===== src/rtl/isa_types.sv =====
// Shared ISA-level types: machine word width, store widths and the
// memory-arbiter state/owner encodings used by the hart memory path.
package isa_types;

    localparam int XLEN = 32;

    typedef enum logic [1:0] {
        write_byte = 2'd0,
        write_half = 2'd1,
        write_word = 2'd2
    } write_width_t;

    typedef enum logic [1:0] {
        IDLE = 2'd0,
        ADDR = 2'd1,
        DATA = 2'd2,
        RESP = 2'd3
    } mem_arb_state_t;

    typedef enum logic {
        owner_fetch = 1'b0,
        owner_data  = 1'b1
    } mem_arb_owner_t;

endpackage


===== src/rtl/mem_arb_select.sv =====
// Grant selection between the fetch and load/store requesters.
// Build option MEM_ARB_ROUND_ROBIN_EN: when defined, ties go to the port
// not granted last; otherwise data always beats fetch on a tie.
module mem_arb_select
    import isa_types::*;
(
    input  logic           fetch_req,
    input  logic           data_req,
`ifdef MEM_ARB_ROUND_ROBIN_EN
    input  mem_arb_owner_t last_grant,
`endif
    output logic           grant_fetch,
    output logic           grant_data
);

    // One-hot grant from the request pair; at most one grant is ever high.
    always_comb begin
        grant_fetch = 1'b0;
        grant_data  = 1'b0;
        if (fetch_req && data_req) begin
`ifdef MEM_ARB_ROUND_ROBIN_EN
            if (last_grant == owner_data) begin
                grant_fetch = 1'b1;
            end else begin
                grant_data = 1'b1;
            end
`else
            grant_data = 1'b1;
`endif
        end else if (data_req) begin
            grant_data = 1'b1;
        end else if (fetch_req) begin
            grant_fetch = 1'b1;
        end else begin
            grant_fetch = 1'b0;
            grant_data  = 1'b0;
        end
    end

endmodule


===== src/rtl/mem_arbiter.sv =====
// Shares the single memory port between instruction fetch and load/store.
// One request is latched at a time and walked through ADDR, DATA and RESP
// phases, so each access occupies four cycles including the accept cycle.
// Build option MEM_ARB_ROUND_ROBIN_EN selects round-robin tie breaking
// (a last_grant flop exists only in that build); default is data-first.
module mem_arbiter
    import isa_types::*;
#(
    parameter int XLEN = isa_types::XLEN
) (
    input  logic              clock,
    input  logic              reset,
    input  logic              fetch_req,
    input  logic [XLEN-1:0]   fetch_addr,
    output logic              fetch_ready,
    output logic              fetch_rvalid,
    output logic [XLEN-1:0]   fetch_rdata,
    input  logic              data_req,
    input  logic [XLEN-1:0]   data_addr,
    input  logic              data_wenable,
    input  write_width_t      data_wwidth,
    input  logic [XLEN-1:0]   data_wdata,
    output logic              data_ready,
    output logic              data_rvalid,
    output logic [XLEN-1:0]   data_rdata,
    output logic [XLEN-1:0]   mem_addr,
    output write_width_t      mem_wwidth,
    output logic              mem_wenable,
    output logic [XLEN-1:0]   mem_wdata,
    input  logic [XLEN-1:0]   mem_rdata
);

    mem_arb_state_t state_r;
    mem_arb_state_t state_s;
    logic [XLEN-1:0] addr_r;
    logic            wenable_r;
    write_width_t    wwidth_r;
    logic [XLEN-1:0] wdata_r;
    mem_arb_owner_t  owner_r;
    logic [XLEN-1:0] rdata_r;
    logic            grant_fetch_s;
    logic            grant_data_s;
    logic            busy_s;

`ifdef MEM_ARB_ROUND_ROBIN_EN
    mem_arb_owner_t  last_grant_r;
`endif

    mem_arb_select u_select (
        .fetch_req   (fetch_req),
        .data_req    (data_req),
`ifdef MEM_ARB_ROUND_ROBIN_EN
        .last_grant  (last_grant_r),
`endif
        .grant_fetch (grant_fetch_s),
        .grant_data  (grant_data_s)
    );

    // State register; reset aborts any access in flight.
    always_ff @(posedge clock or posedge reset) begin
        if (reset) begin
            state_r <= IDLE;
        end else begin
            state_r <= state_s;
        end
    end

    // Next-state and ready generation; ready is only possible while idle.
    always_comb begin
        state_s     = state_r;
        fetch_ready = 1'b0;
        data_ready  = 1'b0;
        case (state_r)
            IDLE: begin
                if (grant_fetch_s) begin
                    fetch_ready = 1'b1;
                    state_s     = ADDR;
                end else if (grant_data_s) begin
                    data_ready = 1'b1;
                    state_s    = ADDR;
                end else begin
                    state_s = IDLE;
                end
            end
            ADDR:    state_s = DATA;
            DATA:    state_s = RESP;
            RESP:    state_s = IDLE;
            default: state_s = IDLE;
        endcase
    end

    // Latch the accepted request; fetches become aligned word reads.
    always_ff @(posedge clock or posedge reset) begin
        if (reset) begin
            addr_r    <= {XLEN{1'b0}};
            wenable_r <= 1'b0;
            wwidth_r  <= write_word;
            wdata_r   <= {XLEN{1'b0}};
            owner_r   <= owner_fetch;
        end else if (fetch_ready) begin
            addr_r    <= {fetch_addr[XLEN-1:2], 2'b00};
            wenable_r <= 1'b0;
            wwidth_r  <= write_word;
            wdata_r   <= {XLEN{1'b0}};
            owner_r   <= owner_fetch;
        end else if (data_ready) begin
            addr_r    <= data_addr;
            wenable_r <= data_wenable;
            wwidth_r  <= data_wwidth;
            wdata_r   <= data_wdata;
            owner_r   <= owner_data;
        end else begin
            addr_r    <= addr_r;
            wenable_r <= wenable_r;
            wwidth_r  <= wwidth_r;
            wdata_r   <= wdata_r;
            owner_r   <= owner_r;
        end
    end

    // Capture read data at the end of the DATA phase; stores return zero.
    always_ff @(posedge clock or posedge reset) begin
        if (reset) begin
            rdata_r <= {XLEN{1'b0}};
        end else if (state_r == DATA) begin
            rdata_r <= wenable_r ? {XLEN{1'b0}} : mem_rdata;
        end else begin
            rdata_r <= rdata_r;
        end
    end

`ifdef MEM_ARB_ROUND_ROBIN_EN
    // Remember which port won the most recent acceptance for tie breaking.
    always_ff @(posedge clock or posedge reset) begin
        if (reset) begin
            last_grant_r <= owner_data;
        end else if (fetch_ready) begin
            last_grant_r <= owner_fetch;
        end else if (data_ready) begin
            last_grant_r <= owner_data;
        end else begin
            last_grant_r <= last_grant_r;
        end
    end
`endif

    // Memory port drive: latched request during ADDR/DATA, quiet otherwise.
    always_comb begin
        busy_s      = (state_r == ADDR) || (state_r == DATA);
        mem_addr    = {XLEN{1'b0}};
        mem_wwidth  = write_word;
        mem_wdata   = {XLEN{1'b0}};
        mem_wenable = 1'b0;
        if (busy_s) begin
            mem_addr    = addr_r;
            mem_wwidth  = wwidth_r;
            mem_wdata   = wdata_r;
            mem_wenable = wenable_r && (state_r == ADDR);
        end else begin
            mem_wenable = 1'b0;
        end
    end

    // Response pulse to the owner; read data is zero whenever rvalid is low.
    always_comb begin
        fetch_rvalid = (state_r == RESP) && (owner_r == owner_fetch);
        data_rvalid  = (state_r == RESP) && (owner_r == owner_data);
        fetch_rdata  = {XLEN{1'b0}};
        data_rdata   = {XLEN{1'b0}};
        if (fetch_rvalid) begin
            fetch_rdata = rdata_r;
        end else if (data_rvalid) begin
            data_rdata = rdata_r;
        end else begin
            fetch_rdata = {XLEN{1'b0}};
            data_rdata  = {XLEN{1'b0}};
        end
    end

endmodule


===== config.mk =====
export PLATFORM = sky130hd
export DESIGN_NAME = mem_arbiter
export DESIGN_NICKNAME = d
export VERILOG_FILES = /design/src/rtl/isa_types.sv /design/src/rtl/mem_arb_select.sv /design/src/rtl/mem_arbiter.sv
export SDC_FILE = /design/constraint.sdc
export NUM_CORES = 1
export LEC_CHECK = 0
export ABC_AREA = 1
export BUFFER_PORTS_ARGS = -buffer_cell sky130_fd_sc_hd__buf_2
export CAP_MARGIN = 15
export CORE_AREA = 5 5 100 125
export CTS_CLUSTER_SIZE = 30
export DETAILED_ROUTE_END_ITERATION = 7
export DIE_AREA = 0 0 105 130
export GPL_ROUTABILITY_DRIVEN = 0
export PLACE_DENSITY_LB_ADDON = 0.12
export SYNTH_ARGS = -nofsm -noshare
export SYNTH_HDL_FRONTEND = slang
export SYNTH_SLANG_ARGS = --single-unit

===== constraint.sdc =====
create_clock -name clock -period 7.8 [get_ports clock]
set_input_delay 1.17 -clock clock [delete_from_list [all_inputs] [get_ports clock]]
set_output_delay 1.17 -clock clock [all_outputs]
set_load 0.005 [all_outputs]

# ---- Yosys cells after proc, flatten, opt, wreduce, memory -nomap -nowiden
# Cells that the tools add are included.
dict set report totals {
  ff_bits 102
}
dict set report op_classes {
  eq_ne 3
  muxes 31
  bitwise 1
  n_reduce_logical 7
}
# op count
set ops {}
lappend ops {{32-bit two-way mux} 10}
lappend ops {{1-bit two-way mux} 17}
lappend ops {{2-bit case mux with 4 select lines} 1}
lappend ops {{2-bit two-way mux} 3}
lappend ops {{2-bit equality test (second input constant)} 2}
lappend ops {{1-bit logical AND} 4}
lappend ops {{2-bit by 1-bit equality test with 1-bit output (second input constant)} 1}
lappend ops {{2-bit logical NOT} 1}
lappend ops {{2-bit nonzero test} 1}
lappend ops {{1-bit logical OR} 1}
lappend ops {{1-bit NOT} 1}

# ---- Depth between registers and ports, before layout
# Gate-level depths: netlist of run 1.
dict set report logic_depth {
  ltp_word 7
  depth_mapped 8
  mapped_depth_nobuf 6
}

# ---- Cells and area by module
# Synthesis of run 1 repeated with hierarchy kept, for this count alone.
dict set report unflattened {
  hier_cells 767
  hier_area_um2 5382.7
}
# mod n_inst cells_per_inst area_per_inst_um2 seq_area_each_um2
set by_module_without_submodules {}
lappend by_module_without_submodules {mem_arbiter 1 764 5371.4 2553.7}
lappend by_module_without_submodules {mem_arb_select 1 3 11.3 0.0}

# ---- Least setup slack after synthesis of run 1
# No wires, ideal clock.
dict set report synth_timing {
  kind {input port to output port}
  from {input port data_req}
  to {output port data_ready}
  t_arrival_ps 1530
  required_time_ps 6630
  setup_slack_ps 5100
  cell_stages 3
  cell_sequence {nand2_1 -> inv_2 -> buf_2}
}
dict set report synth_between {
  elab_chain_cells 5
  elab_cells_between_ends 8
  classes_between {mux: 7; reduce/logical: 1}
}
# item line
set synth_lines {}
lappend synth_lines {{start: declaration} mem_arbiter.sv:18} ;# input logic data_req,
lappend synth_lines {{1-bit two-way mux or 1-bit logical AND (tied branches)} {mem_arb_select.sv:30, mem_arb_select.sv:20}}
lappend synth_lines {{1-bit two-way mux} mem_arb_select.sv:20} ;# if (fetch_req && data_req) begin
lappend synth_lines {{1-bit two-way mux} mem_arbiter.sv:78} ;# end else if (grant_data_s) begin
lappend synth_lines {{1-bit two-way mux *} mem_arbiter.sv:75} ;# if (grant_fetch_s) begin
lappend synth_lines {{1-bit two-way mux *} mem_arbiter.sv:73} ;# case (state_r)
lappend synth_lines {{end: declaration} mem_arbiter.sv:23} ;# output logic data_ready,
# Mark *: on every way between the ends. The rest lies on a longest branch, timed or not.

# ---- Worst setup path in the final report of run 1
# Ends and elaborated chain as after synthesis.

==> results.cfg, run 1 <==
[drt]
ant_nets = 0
routed_wl_mm = 15.0
drc = 0
wire_per_inst_um = 12.9
vias = 5443
dr.pass1.iters = 4
vias_per_cell = 4.69
drt_iter0_drc = 345

[sta]
rsz0062_at_grt = no
hold_violations = 0
whs_ns = 0.501
worstMarginPinSlew_ns = 1.03
final_max_slew_viol_count = 0
fin_skew_ns = 0.00582
setup_tns_ns = 0
fin_crit_ns = 4.03
fmax_ghz = 0.248
setup_viol = 0
period_share = 0.516
relSlewSlack = 0.314

[global_routing]
antenna_found_initial = 2
grt_max_degree = 102
track_usage = 0.214
grt_pass1_wl_mm = 24.1
grt_overflow = 0
grt_pass1_vias = 5090

[cts]
root_buffer = clkbuf_16
clock_latency_ns = 0.34
cts.sinks = 102
cts_tree = done
clk_path_buf_depth = 2
numCtsBuffers = 9
htree_num_levels = 3
cts_resized = 0
cts.reportedPaths.clkPinSlew_ns = 0.06
cts_hold_buf = 0
post_cts_buffers = 0

[floorplan]
die_area_mm2 = 0.0137
rows = 43
die_h_um = 130
ios = 270
die_w_um = 105
floorplan.initialDensity = 0.491
design.core.area_mm2 = 0.0111

[synthesis]
postSynthCellCount = 789
synth_warnings = 0
synth_area_mm2 = 0.00544
ys_types = 17
seq_area_frac_synth = 0.470
synth_nets = 928
synth_seq_cells = 102
syn_area_per_cell_um2 = 6.89

[place]
portBuffers = 267
dp_hpwl_mm = 10.5
dpl_cell_area_mm2 = 0.00673

[job]
maxCapViolCount = 0

[final_layout]
final_common_cell = buf_2
fin_area_mm2 = 0.00704
fill_cells = 1140
layout_common_cells = 267 x buf_2, 231 x nand2_1, 168 x inv_1
areaGrowthSynthToFinish_pct = 29.6
drive_gt1_frac = 0.283
nets = 1159

[setup_path]
crit_fanout = 101
r2r_cells = 6
start_kind = input port
reg2reg_from = state_r[0]
rr_endpoint = wenable_r
r2r_slack_ns = 5.39
cp-end-kind = primary output
arrival_ns = 2.86
worstSetupPathType = input port to primary output
critPathRequiredTime_ns = 6.63

[run_status]
outcome = finished, final reports clean

[power_and_ir_drop]
leakagePower_uw = 0.00482
peakVddDrop_mv = 0.290
p_per_area_mw_per_mm2 = 352

[hold_path]
whs_endpoint = wdata_r[31]
worstHoldPathCells = 2
hp-start = wdata_r[31]
hold_class = flip-flop to flip-flop
## metrics by stage
step,setup slack [ns],utilization,power (uW),instances
floorplan,3.96,-,1640,789
global placement,3.74,0.607,2050,1143
detailed placement,3.79,0.607,2060,1143
CTS,3.78,0.634,2510,1159
global route,3.59,0.635,2720,1161
finish,3.77,0.635,2480,1161
## registers in the layout (all words and copies together), names as in the netlist
name       count
wdata_r       32
wenable_r      1
addr_r        32
wwidth_r       2
rdata_r       32
state_r        2
owner_r        1
## logic make-up after synthesis
| group | synth area share |
|---|---|
| AND/OR/NAND/NOR | 0.298 |
| AO/OA/AOI/OAI | 0.0603 |
| flip-flops | 0.470 |
| adder cells (fa/ha/maj) | 0.00921 |
| buffers and inverters | 0.162 |
## synthesized netlist by cell type
master | n | area share
nor2_1 | 65 | 0.045
buf_6 | 3 | 0.0062
inv_2 | 1 | 0.00069
dfrtp_1 | 101 | 0.46
inv_1 | 169 | 0.12
clkbuf_1 | 17 | 0.012
o21ai_0 | 53 | 0.049
nand2_1 | 232 | 0.16
ha_1 | 4 | 0.0092
dfstp_2 | 1 | 0.0048
o21ai_1 | 11 | 0.010
o211ai_1 | 1 | 0.0014
buf_4 | 2 | 0.0028
nand3_1 | 100 | 0.092
buf_2 | 22 | 0.020
nand2_2 | 1 | 0.0012
buf_1 | 6 | 0.0041
## worst max-delay path, stage by stage
cell	delay (ns)
buf_2	0.12
nand2_4	0.71
inv_2	0.54
buf_2	0.27
## layer usage
metal / share of wire / track usage
met1: 0.40 / 0.269
met2: 0.50 / 0.366
met3: 0.075 / 0.0450
met4: 0.025 / 0.0790
met5: 0.00074 / 0
## worst max-delay path by stage
stage / cells past startpoint / from / end / slack [ns]
2_1_floorplan: 1 / reset / addr_r[0] / 3.96
3_3_place_gp: 4 / data_req / data_ready / 3.74
3_5_place_dp: 4 / data_req / data_ready / 3.79
4_1_cts: 4 / data_req / data_ready / 3.78
5_1_grt: 4 / data_req / data_ready / 3.59
6_report: 4 / data_req / data_ready / 3.77
## area by class of cell
cell class / count / area (um2) / share of cell area
diodes: 1 / 2.50 / 0.000355
clock buffers: 13 / 250 / 0.0355
clock inverters: 3 / 43.8 / 0.00622
inverters: 170 / 641 / 0.0910
multi-input cells: 467 / 2020 / 0.286
flip-flops and latches: 102 / 2550 / 0.363
well taps: 135 / 169 / 0.0240
repair buffers: 270 / 1370 / 0.194
## power breakdown
part           switching, uW  internal, uW
Clock                    183           258
Sequential              93.7           757
Combinational            765           424
Power figures use the tool's default switching activity.
==> run 2: changes to the inputs <==
--- a/config.mk
+++ b/config.mk
@@ -8,10 +8,10 @@
 export ABC_AREA = 1
 export BUFFER_PORTS_ARGS = -buffer_cell sky130_fd_sc_hd__buf_2
 export CAP_MARGIN = 15
-export CORE_AREA = 5 5 100 125
+export CORE_AREA = 5 5 104 130
 export CTS_CLUSTER_SIZE = 30
 export DETAILED_ROUTE_END_ITERATION = 7
-export DIE_AREA = 0 0 105 130
+export DIE_AREA = 0 0 109 135
 export GPL_ROUTABILITY_DRIVEN = 0
 export PLACE_DENSITY_LB_ADDON = 0.12
 export SYNTH_ARGS = -nofsm -noshare
==> constraint.sdc (replaced) <==
create_clock -name clock -period 3.8 [get_ports clock]
set_input_delay 0.57 -clock clock [delete_from_list [all_inputs] [get_ports clock]]
set_output_delay 0.57 -clock clock [all_outputs]
set_load 0.005 [all_outputs]
==> results.cfg, run 2 (synthesized netlist as in run 1, its figures left out) <==
[final_layout]
top_regs = addr_r: 32 flops, rdata_r: 32 flops, wdata_r: 32 flops
layout_common_cells = 267 x buf_2, 231 x nand2_1, 168 x inv_1
fin_area_mm2 = 0.00714
final_util = 0.590
fill_cells = 1245
num_antenna_cells = 0
drive_gt1_frac = 0.288
final_common_cell = buf_2
areaGrowthSynthToFinish_pct = 31.3
nets = 1163

[power_and_ir_drop]
internal-power_uw = 3040
clock_power_share = 0.185
p_comb_frac = 0.479
leakagePower_uw = 0.00484
finalPower_uw = 5200
switching_share = 0.416
seqPwrFrac = 0.336
p_per_area_mw_per_mm2 = 729
peakVddDrop_mv = 0.524
switching_power_uw = 2160

[run_status]
outcome = finished, final reports clean

[global_routing]
top_usage_layer = met2
antenna_found_initial = 2
grt_pass1_vias = 5223
use_met1 = 0.249
use_met2 = 0.354
grt_pass1_wl_mm = 24.5
track_usage = 0.206
use_met3 = 0.0502
grt_overflow = 0
grt_max_degree = 99

[cts]
cts_resized = 0
cts.sinks = 102
clock_latency_ns = 0.34
clk_path_buf_depth = 2
cts_tree = done
post_cts_buffers = 0
cts_hold_buf = 0
htree_num_levels = 3
root_buffer = clkbuf_16
numCtsBuffers = 9
cts.reportedPaths.clkPinSlew_ns = 0.07

[sta]
fmax_ghz = 0.372
final_max_slew_viol_count = 0
period_share = 0.707
relSlewSlack = 0.276
fin_skew_ns = 0.00492
setup_viol = 0
fin_crit_ns = 2.69
setup_tns_ns = 0
hold_violations = 0
rsz0062_at_grt = no
worstMarginPinSlew_ns = 1.08
whs_ns = 0.429

[setup_path]
crit_fanout = 33
slowest_delay_ns = 0.79
cp-end-kind = primary output
start_kind = flip-flop
cp_slowest_cell = nand2_1
arrival_ns = 2.12
critPathRequiredTime_ns = 3.23
path_cells = ha_1 -> nand2_1 -> nor2_1 -> buf_2
worstSetupPathType = flip-flop to primary output

[drt]
ant_nets = 0
wire_per_inst_um = 13.0
dr.pass1.iters = 4
drc = 0
drt_iter0_drc = 287
vias_per_cell = 4.60
vias = 5486
routed_wl_mm = 15.5

[floorplan]
ios = 270
design.core.area_mm2 = 0.0121
die_h_um = 135
die_w_um = 109
rows = 45
floorplan.initialDensity = 0.449
die_area_mm2 = 0.0147

[job]
maxCapViolCount = 0

[place]
dpl_cell_area_mm2 = 0.00683
portBuffers = 267
dp_hpwl_mm = 11.0

[hold_path]
hold_class = input port to async pin
[run 2: worst max-delay path: cells and delay by family, from the launching register on]
kind                       cells  cell delay, ns
adders and majority gates      1            0.22
and+or+nand+nor                2            0.97
DFF                            1            0.40
buffers and inverters          1            0.19
[run 2: final timing paths]
check,cells past startpoint,slack [ns],startpoint,to
max,4,1.11,state_r[0],fetch_rdata[10]
min,2,0.43,reset,addr_r[26]
max reg2reg,6,1.77,state_r[0],addr_r[10]
min reg2reg,2,0.50,wdata_r[15],wdata_r[15]
max in group asynchronous,3,2.56,reset,rdata_r[28]
min in group clock,3,0.43,data_addr[1],addr_r[1]
[run 2: metal layers]
metal,share of wire,vias up,routed length [um]
li1,-,2797,-
met1,0.40,2466,6180
met2,0.49,194,7550
met3,0.092,25,1430
met4,0.020,4,316
met5,0.0017,-,27
[run 2: area by class of cell]
class                      instances  area, um2  share of cell area
inverter                         170        641              0.0897
multi-input combinational        467       2010               0.282
timing repair buffer             274       1410               0.198
tap                              164        205              0.0287
clock buffer                       9        225              0.0316
clock inverter                     6       87.6              0.0123
sequential                       102       2550               0.358
[run 2: per-stage QoR]
step,setup WS [ns],std cells
after floorplan,0.556,789
after global placement,1.49,1177
after detailed placement,1.46,1177
after CTS,1.09,1192
after global routing,1.00,1192
final,1.11,1192
[run 2: power by group through the flow]
stage / combinational, uW / sequential (uW) / clock (uW)
floorplan: 1640 / 1720 / 0
global placement: 2510 / 1750 / 0
detailed placement: 2530 / 1760 / 0
CTS: 2540 / 1750 / 988
global route: 2870 / 1810 / 1030
finish: 2490 / 1750 / 962
==> run 3: changes to the inputs <==
==> constraint.sdc (replaced) <==
create_clock -name clock -period 2.6 [get_ports clock]
set_input_delay 0.39 -clock clock [delete_from_list [all_inputs] [get_ports clock]]
set_output_delay 0.39 -clock clock [all_outputs]
set_load 0.005 [all_outputs]
==> results.cfg, run 3 (synthesized netlist as in run 1, its figures left out) <==
[run_status]
outcome = finished, final reports clean

[cts]
numCtsBuffers = 9
cts.sinks = 102
cts_resized = 0
post_cts_buffers = 0
cts_hold_buf = 0
cts_tree = done
cts.reportedPaths.clkPinSlew_ns = 0.07
root_buffer = clkbuf_16
clock_latency_ns = 0.34
clk_path_buf_depth = 2
htree_num_levels = 3

[power_and_ir_drop]
seqPwrFrac = 0.329
peakVddDrop_mv = 0.803
switching_share = 0.407
clock_power_share = 0.202
switching_power_uw = 3170
leakagePower_uw = 0.00490
p_comb_frac = 0.469
internal-power_uw = 4610
p_per_area_mw_per_mm2 = 1070

[setup_path]
crit_fanout = 23
start_kind = flip-flop
arrival_ns = 1.79
critPathRequiredTime_ns = 2.21
worstSetupPathType = flip-flop to primary output
cp-end-kind = primary output

[global_routing]
grt_overflow = 0
use_met3 = 0.0622
use_met1 = 0.262
grt_pass1_vias = 4974
antenna_found_initial = 0
grt_pass1_wl_mm = 24.1
use_met2 = 0.328
top_usage_layer = met2
track_usage = 0.205
grt_max_degree = 101

[floorplan]
die_area_mm2 = 0.0147
design.core.area_mm2 = 0.0121
ios = 270
floorplan.initialDensity = 0.449
die_w_um = 109
die_h_um = 135
rows = 45

[sta]
final_max_slew_viol_count = 0
rsz0062_at_grt = no
fin_crit_ns = 2.18
whs_ns = 0.0558
setup_viol = 0
worstMarginPinSlew_ns = 0.624
period_share = 0.838
relSlewSlack = 0.584
setup_tns_ns = 0
fin_skew_ns = 0.00527
fmax_ghz = 0.459
hold_violations = 0

[final_layout]
drive_gt1_frac = 0.293
areaGrowthSynthToFinish_pct = 33.3
layout_common_cells = 267 x buf_2, 231 x nand2_1, 168 x inv_1
top_regs = addr_r: 32 flops, rdata_r: 32 flops, wdata_r: 32 flops
nets = 1169
final_common_cell = buf_2

[place]
portBuffers = 267
dp_hpwl_mm = 10.8

[drt]
dr.pass1.iters = 4
drc = 0
wire_per_inst_um = 12.6
vias = 5448
vias_per_cell = 4.54
drt_iter0_drc = 320
ant_nets = 0
routed_wl_mm = 15.1

[job]
maxCapViolCount = 0

[hold_path]
hold_class = input port to async pin
run 3: cell types whose count changed in the layout (fill, tap and decap cells not counted), sizes merged:
cell      previous run  this run
buf                274       280
clkbuf               9        11
clkinvlp             3         1
bufinv               2         3
diode                0         1
run 3: path summary, 6_finish.rpt:
kind / from / end / slack, ns / cells past startpoint
worst max register to register: state_r[0] / wdata_r[21] / 0.74 / 6
max in group asynchronous: reset / wdata_r[11] / 1.79 / 3
min in group clock: data_wdata[26] / wdata_r[26] / 0.24 / 3
worst max-delay path: state_r[0] / data_rdata[17] / 0.42 / 5
worst min register to register: wdata_r[10] / wdata_r[10] / 0.50 / 2
worst min-delay path: reset / rdata_r[0] / 0.06 / 2
run 3: power groups by stage:
stage	clock, uW	combinational, uW	sequential, uW
6_report	1570	3650	2560
3_5_place_dp	0	3710	2570
5_1_grt	1680	4200	2640
2_1_floorplan	0	2400	2510
3_3_place_gp	0	3680	2560
4_1_cts	1610	3730	2560
run 3: cell type report:
cell class                      count  area, um2
Clock buffer                       11        253
Tap cell                          164        205
Antenna cell                        1       2.50
Inverter                          170        642
Sequential cell                   102       2550
Fill cell                        1230       4860
Clock inverter                      5        104
Timing Repair Buffer              280       1470
Multi-Input combinational cell    467       2020
run 3: worst max-delay path, stage by stage, from the launching register on:
cell	delay (ns)
dfrtp_1	0.40
ha_1	0.22
nand2_1	0.29
buf_4	0.33
nor2_1	0.07
buf_2	0.13
run 3: metal layers:
metal / part of all wire / wire (um)
met1: 0.41 / 6250
met2: 0.47 / 7160
met3: 0.092 / 1400
met4: 0.022 / 335
met5: 0 / 0
run 3: stage by stage:
stage / setup slack (ns) / power [uW] / util / std cells / cell area (um2)
2_1_floorplan: 0.993 / 4920 / - / 789 / 5440
6_report: 0.420 / 7780 / 0.599 / 1200 / 7250
3_5_place_dp: 0.739 / 6290 / 0.569 / 1183 / 6890
3_3_place_gp: 0.754 / 6240 / 0.569 / 1183 / 6890
4_1_cts: 0.421 / 7900 / 0.599 / 1199 / 7250
5_1_grt: 0.321 / 8520 / 0.599 / 1199 / 7250
